--- src/rtl/pipe_ctrl.sv ---
// pipe_ctrl: stall/flush sequencer for the 5-stage pipeline.
// Resolves per-stage stall requests into per-register stall codes and drives
// the branch flush line. A drain FSM bubbles IF/ID while wrong-path fetches
// are still arriving. Saturating performance counters for stalls and flushes.
module pipe_ctrl #(
  parameter int unsigned DRAIN_CYCLES = 2,
  parameter int unsigned CNT_W        = 32
) (
  input  logic             clk,
  input  logic             rst,
  input  logic             if_stall_req,
  input  logic             id_stall_req,
  input  logic             ex_stall_req,
  input  logic             mem_stall_req,
  input  logic             branch_error_i,
  output logic [1:0]       stall_pc,
  output logic [1:0]       stall_if_id,
  output logic [1:0]       stall_id_ex,
  output logic [1:0]       stall_ex_mem,
  output logic [1:0]       stall_mem_wb,
  output logic             branch_error_o,
  output logic [CNT_W-1:0] cnt_stall,
  output logic [CNT_W-1:0] cnt_flush
);

  localparam logic [1:0] PASS = 2'b00;
  localparam logic [1:0] HOLD = 2'b01;
  localparam logic [1:0] BUBB = 2'b10;
  localparam int unsigned DCW = $clog2(DRAIN_CYCLES + 1);

  typedef enum logic [1:0] {RUN, PEND, DRAIN} state_t;

  state_t         r_state, w_state_nxt;
  logic [DCW-1:0] r_drain_cnt, w_drain_cnt_nxt;
  logic [CNT_W-1:0] r_cnt_stall, r_cnt_flush;

  logic w_drain;
  logic w_if_eff;
  logic w_want_flush;
  logic w_flush;

  // Stall-code resolution: deepest request wins, then drain forcing, then flush override.
  always_comb begin
    w_drain      = (r_state == DRAIN);
    w_if_eff     = if_stall_req & ~w_drain;
    w_want_flush = branch_error_i | (r_state == PEND);
    w_flush      = w_want_flush & ~mem_stall_req;

    stall_pc     = PASS;
    stall_if_id  = PASS;
    stall_id_ex  = PASS;
    stall_ex_mem = PASS;
    stall_mem_wb = PASS;

    if (mem_stall_req) begin
      stall_pc     = HOLD;
      stall_if_id  = HOLD;
      stall_id_ex  = HOLD;
      stall_ex_mem = HOLD;
      stall_mem_wb = BUBB;
    end else if (ex_stall_req) begin
      stall_pc     = HOLD;
      stall_if_id  = HOLD;
      stall_id_ex  = HOLD;
      stall_ex_mem = BUBB;
    end else if (id_stall_req) begin
      stall_pc     = HOLD;
      stall_if_id  = HOLD;
      stall_id_ex  = BUBB;
    end else if (w_if_eff) begin
      stall_pc     = HOLD;
      stall_if_id  = BUBB;
    end else if (w_drain) begin
      stall_if_id  = BUBB;
    end

    // A flush redirects the front end, so it beats shallow (if/id) stalls.
    if (w_flush && !mem_stall_req && !ex_stall_req && (id_stall_req || w_if_eff)) begin
      stall_pc    = PASS;
      stall_if_id = BUBB;
      stall_id_ex = BUBB;
    end

    branch_error_o = w_flush;
  end

  // Drain FSM next state: flush restarts the drain, a blocked flush pends.
  always_comb begin
    w_state_nxt     = r_state;
    w_drain_cnt_nxt = r_drain_cnt;
    if (w_flush) begin
      w_state_nxt     = DRAIN;
      w_drain_cnt_nxt = DCW'(DRAIN_CYCLES);
    end else if (w_want_flush) begin
      w_state_nxt     = PEND;
      w_drain_cnt_nxt = '0;
    end else if (w_drain && (stall_pc == PASS)) begin
      w_drain_cnt_nxt = r_drain_cnt - 1'b1;
      if (r_drain_cnt == DCW'(1)) begin
        w_state_nxt = RUN;
      end
    end
  end

  // FSM state and drain counter registers.
  always_ff @(posedge clk or posedge rst) begin
    if (rst) begin
      r_state     <= RUN;
      r_drain_cnt <= '0;
    end else begin
      r_state     <= w_state_nxt;
      r_drain_cnt <= w_drain_cnt_nxt;
    end
  end

  // Saturating perf counters for stall cycles and flush pulses.
  always_ff @(posedge clk or posedge rst) begin
    if (rst) begin
      r_cnt_stall <= '0;
      r_cnt_flush <= '0;
    end else begin
      if ((stall_pc != PASS) && (r_cnt_stall != '1)) begin
        r_cnt_stall <= r_cnt_stall + 1'b1;
      end
      if (w_flush && (r_cnt_flush != '1)) begin
        r_cnt_flush <= r_cnt_flush + 1'b1;
      end
    end
  end

  assign cnt_stall = r_cnt_stall;
  assign cnt_flush = r_cnt_flush;

endmodule
--- config.mk ---
export PLATFORM = sky130hd
export DESIGN_NAME = pipe_ctrl
export DESIGN_NICKNAME = d
export VERILOG_FILES = /design/src/rtl/pipe_ctrl.sv
export SDC_FILE = /design/constraint.sdc
export NUM_CORES = 1
export LEC_CHECK = 0
export BUFFER_PORTS_ARGS = -buffer_cell sky130_fd_sc_hd__buf_2
export CAP_MARGIN = 20
export CORE_UTILIZATION = 60
export CTS_BUF_LIST = sky130_fd_sc_hd__clkbuf_4 sky130_fd_sc_hd__clkbuf_8
export CTS_CLUSTER_SIZE = 14
export DETAILED_ROUTE_END_ITERATION = 8
export PLACE_DENSITY = 0.88
export SYNTH_ARGS = -nofsm -noshare
export SYNTH_HDL_FRONTEND = slang
export SYNTH_SLANG_ARGS = --single-unit
--- constraint.sdc ---
create_clock -name clk -period 5.4 [get_ports clk]
set_input_delay 0.81 -clock clk [delete_from_list [all_inputs] [get_ports clk]]
set_output_delay 0.81 -clock clk [all_outputs]
set_load 0.005 [all_outputs]
# After elaboration in Yosys (flattened, before gate mapping)
# Index checks and enable logic that the tools add are counted.
[word_totals]
output_inout_bits = 75
register_bits = 68
word_cells = 56
in_bits = 7
[classes]
eq_ne = 5
bitwise = 5
mux = 25
reduce_logical = 14
n_addsub = 3
[ops]
columns = ["cell", "n"]
rows = [
  ["32-bit by 1-bit adder with 32-bit output (second input constant)", 2],
  ["32-bit != test (second input constant)", 2],
  ["2-bit two-way mux", 21],
  ["1-bit logical AND", 6],
  ["3-bit nonzero test", 2],
  ["2-bit by 1-bit equality test with 1-bit output (second input constant)", 2],
  ["1-bit two-way mux", 4],
  ["1-bit bitwise AND", 2],
  ["2-bit equality test (second input constant)", 1],
  ["1-bit logical NOT", 2],
  ["2-bit logical NOT", 1],
  ["1-bit inverter", 2],
  ["2-bit AND reduction", 1],
  ["2-bit nonzero test", 1],
  ["2-bit by 1-bit subtractor with 2-bit output (second input constant)", 1],
  ["1-bit logical OR", 1],
  ["1-bit bitwise OR", 1],
]

# Logic depth before layout (Yosys ltp)
[depth]
word_depth = 13
mapped_depth = 8

# Worst setup path after synthesis
# Ideal clock, no wire load.
[synth_path]
kind = "input to output"
from = "input ex_stall_req"
to = "output stall_pc[0]"
stages = 5
path_buffers = 1
required_time_ps = 4590
arrival_time_ps = 1850
slack_ps = 2740
cell_sequence = "or2_2 clkbuf_1 a211o_1 nand2_1 inv_1"
[synth_via]
elab_chain_len = 4
word_cells_on_any_way = 6
[synth_rtl]
columns = ["element", "line_no", "source"]
rows = [
  ["start, declared", "13", "input logic ex_stall_req,"],
  ["1-bit logical NOT", "78", "if (w_flush && !mem_stall_req && !ex_stall_req && (id_stall_req || w_if_eff)) begin"],
  ["1-bit logical AND (2 in series)", "78", ""],
  ["2-bit two-way mux *", "78", ""],
  ["end, declared", "16", "output logic [1:0] stall_pc,"],
]
# Mark *: on every way between the ends. The rest lies on a longest branch, timed or not.

# Final worst setup path
[layout_path]
from = "input branch_error_i"
to = "output branch_error_o"
[layout_via]
elab_chain_len = 2
[layout_rtl]
columns = ["element", "line_no", "source"]
rows = [
  ["start, declared", "15", "input logic branch_error_i,"],
  ["1-bit bitwise OR", "46", "w_want_flush = branch_error_i | (r_state == PEND);"],
  ["1-bit bitwise AND", "47", "w_flush = w_want_flush & ~mem_stall_req;"],
  ["end, declared", "21", "output logic branch_error_o,"],
]
# No other way between the ends.

==> qor.csv <==
metric,value,unit
cell repeated most along the worst path,buf_2,
ys flop type,dfrtp_1,
number of synthesized flops with an enable pin,0,
detailed placement HPWL,5.20,mm
"Buf+Inv Stages, Crit Path",3,
Starting Density,62.2,%
Max Transition Viols Final,0,
total gr overflow,0,
CTS resizes,0,
min-delay src,cnt_flush[28]$_DFFE_PP0P_,
CP startpoint kind,input pin,
final setup violating endpoints,0,
Yosys top cell area share,49.7,%
FMAX,330,MHz
unrepaired setup endpoints after global routing,no,
Avg WL per Cell,14.8,µm
"Avg Cell Area, Syn",10.4,µm²
share of layout cells above drive strength 1,25.8,%
Worst R2R Start,cnt_stall[23]$_DFFE_PP0P_,
outcome,finished clean,
Worst R2R Setup Slack,2.71,ns
post-synth cell types,43,
relative slew slack,38.8,%
Syn Std Cell Area,0.00343,mm²
Final Critical Period,3.03,ns
Row Count,27,
Worst-Skew Late Latency,0.34,ns
Area after DPL,0.00386,mm²
H-tree depth,3,
Min Hold Slack,0.488,ns
CTS root buf,clkbuf_8,
IO Count,82,
crit path max-delay cell type,clkinv_1,
Layout area overhead,17.7,%
nets@finish,419,
reg2reg path depth,5,
final worst path period share,56.2,%
largest fanout on the critical path,16,
Top Family by Delay on Critical Path,buffers and inverters,
CTS buffer count,9,
Die ar.,0.00602,mm²
CP peak stage delay,0.55,ns
Yosys warnings,0,
Residual DRC,0,
post-CTS setup buffer count,0,
max cap viols,0,
Clock Skews,0.00591,ns
antenna violations before repair,0,
vias in the first global route,2812,
final non-filler cell total,486,
Hold Crit Class,flop to flop,
synthesized flop and latch total,68,
WHS Endpoint,cnt_flush[28]$_DFFE_PP0P_,
DR iter-0 viols,184,
GP Congestion,0.843,
leading area contributor after synthesis,dfrtp_1,
terminus of the critical flop-to-flop path,cnt_stall[1]$_DFFE_PP0P_,
port bufs,79,
Peak VDD IR,0.181,mV
Post-CTS Hold Buffers,0,
GRT Total Usage,25.9,%
synth top area cells,"dfrtp_1 (50%), xnor2_1 (9.5%), xor2_1 (6.1%)",
Routed WL,7.20,mm
crit path kind,input pin to output pin,
post-synthesis cell count,329,
PD cells,314,mW/mm²
Placed Instances,470,
CP required,4.59,ns
Critical Path End Type,output pin,
Worst Tran Pin Value,0.911,ns
DIE HEIGHT,77.6,µm
Fin. Hold Viols,0,
largest net degree at the start of global routing,69,
clock-pin slew on the worst setup and hold paths,0.07,ns
leakage power,1.96,nW
ordered list of cells on the worst path,buf_2 -> o21bai_1 -> clkinv_1 -> buf_2,
core area,0.00551,mm²
Critical Path AT,2.22,ns
Final Instance Area,0.00403,mm²
DRT Pass-1 Iters,4,
fraction of registers with async set/reset,100,%
"antenna viol nets, final",0,
Fillers,421,
final setup TNS,0,ns
storage element area,0.00170,mm²
global-route wire length before repair,12.3,mm
Final Util,73.3,%
CTS tree,yes,
DR vias,2827,
die width,77.6,µm
routed vias/inst,5.82,
# diodes,0,
pre-CTS setup slack,2.36,ns
"Seq/Total Area, Yosys",49.7,%
overall power,1.27,mW
Hold Crit Depth,1,
final setup margin,2.37,ns
clock buffer depth,2,
Multi-input gate area,0.00162,mm²
number of clock sinks,68,
## state kept, by name, summed over array words and instances (netlist names)
signal / cells
cnt_flush: 32
r_state: 2
cnt_stall: 32
r_drain_cnt: 2
## worst max path at each step
stage                               from  slack [ns]        endpoint  depth (start not counted)
final                     branch_error_i        2.37  branch_error_o                          4
after global routing      branch_error_i        2.25  branch_error_o                          4
after CTS                 branch_error_i        2.37  branch_error_o                          4
after detailed placement  branch_error_i        2.36  branch_error_o                          4
after global placement    branch_error_i        2.45  branch_error_o                          4
after floorplan             ex_stall_req        2.74     stall_pc[0]                          5
## cell usage after synthesis, types with 3 or more instances
master and number:
xnor2_1 37, dfrtp_1 68, nor4_1 14, xor2_1 24
clkbuf_1 6, nand4_1 28, and3_1 13, nand2_1 20
nor2_1 14, or2_2 3, inv_1 10, nor4b_1 3
and4_1 5, buf_4 4, or3_1 5, nand3_1 22
ha_1 3, nor3_1 17
## cell families (layout without fill, tap and decap cells)
kind of cell             after synthesis  after routing  share of synthesized area [%]
AO/OA/AOI/OAI                         11             11                           2.23
XOR/XNOR                              61             61                           15.6
adder cells (fa/ha/maj)                4              4                           1.39
buffers and inverters                 23            107                           3.18
flip-flops                            68             68                           49.7
multiplexers                           4              4                           1.24
other                                  1              2                          0.109
AND/OR/NAND/NOR                      157            157                           26.6
## layout make-up
cell class              count  area share, %
clock buffers              14           4.16
clock inverters             2          0.248
well taps                  72           2.23
flip-flops and latches     68           42.2
repair buffers             80           9.99
multi-input cells         239           40.2
inverters                  11           1.02
## cells in the final DEF, fill, tap and decap left out, drive strengths merged, types with 2 or more instances in the layout
master	Yosys	layout
a211o	2	2
a21oi	2	2
and3	13	13
and4	5	5
buf	6	80
clkbuf	6	14
clkinv	1	3
conb	1	2
dfrtp	68	68
ha	3	3
inv	10	10
mux2	2	2
mux2i	2	2
nand2	20	20
nand3	22	22
nand3b	2	2
nand4	29	29
nor2	14	14
nor2b	2	2
nor3	17	17
nor3b	2	2
nor4	16	16
nor4b	3	3
o21ai	2	2
o21bai	2	2
or2	3	3
or3	5	5
xnor2	37	37
xor2	24	24
## worst reg2reg max path: cells and delay by family (launching register included)
| family | cells | cell delay, ns |
|---|---|---|
| flip-flops | 1 | 0.45 |
| multiplexers | 1 | 0.33 |
| AND/OR/NAND/NOR | 4 | 1.80 |
## power breakdown
part | total, mW | leakage [nW] | switching [mW] | internal (mW)
Sequential | 0.649 | 0.875 | 0.0765 | 0.573
Combinational | 0.237 | 0.984 | 0.123 | 0.114
Clock | 0.380 | 0.0981 | 0.182 | 0.199
Total | 1.27 | 1.96 | 0.381 | 0.886
## layer usage
layer	GRT usage, %	wire [µm]	vias to the layer above
met2	43.6	3680	91
met5	0	0	-
met4	13.0	129	0
li1	-	-	1336
met3	4.94	343	14
met1	31.8	3040	1386
Note: power is estimated with default switching activity, not from simulation.
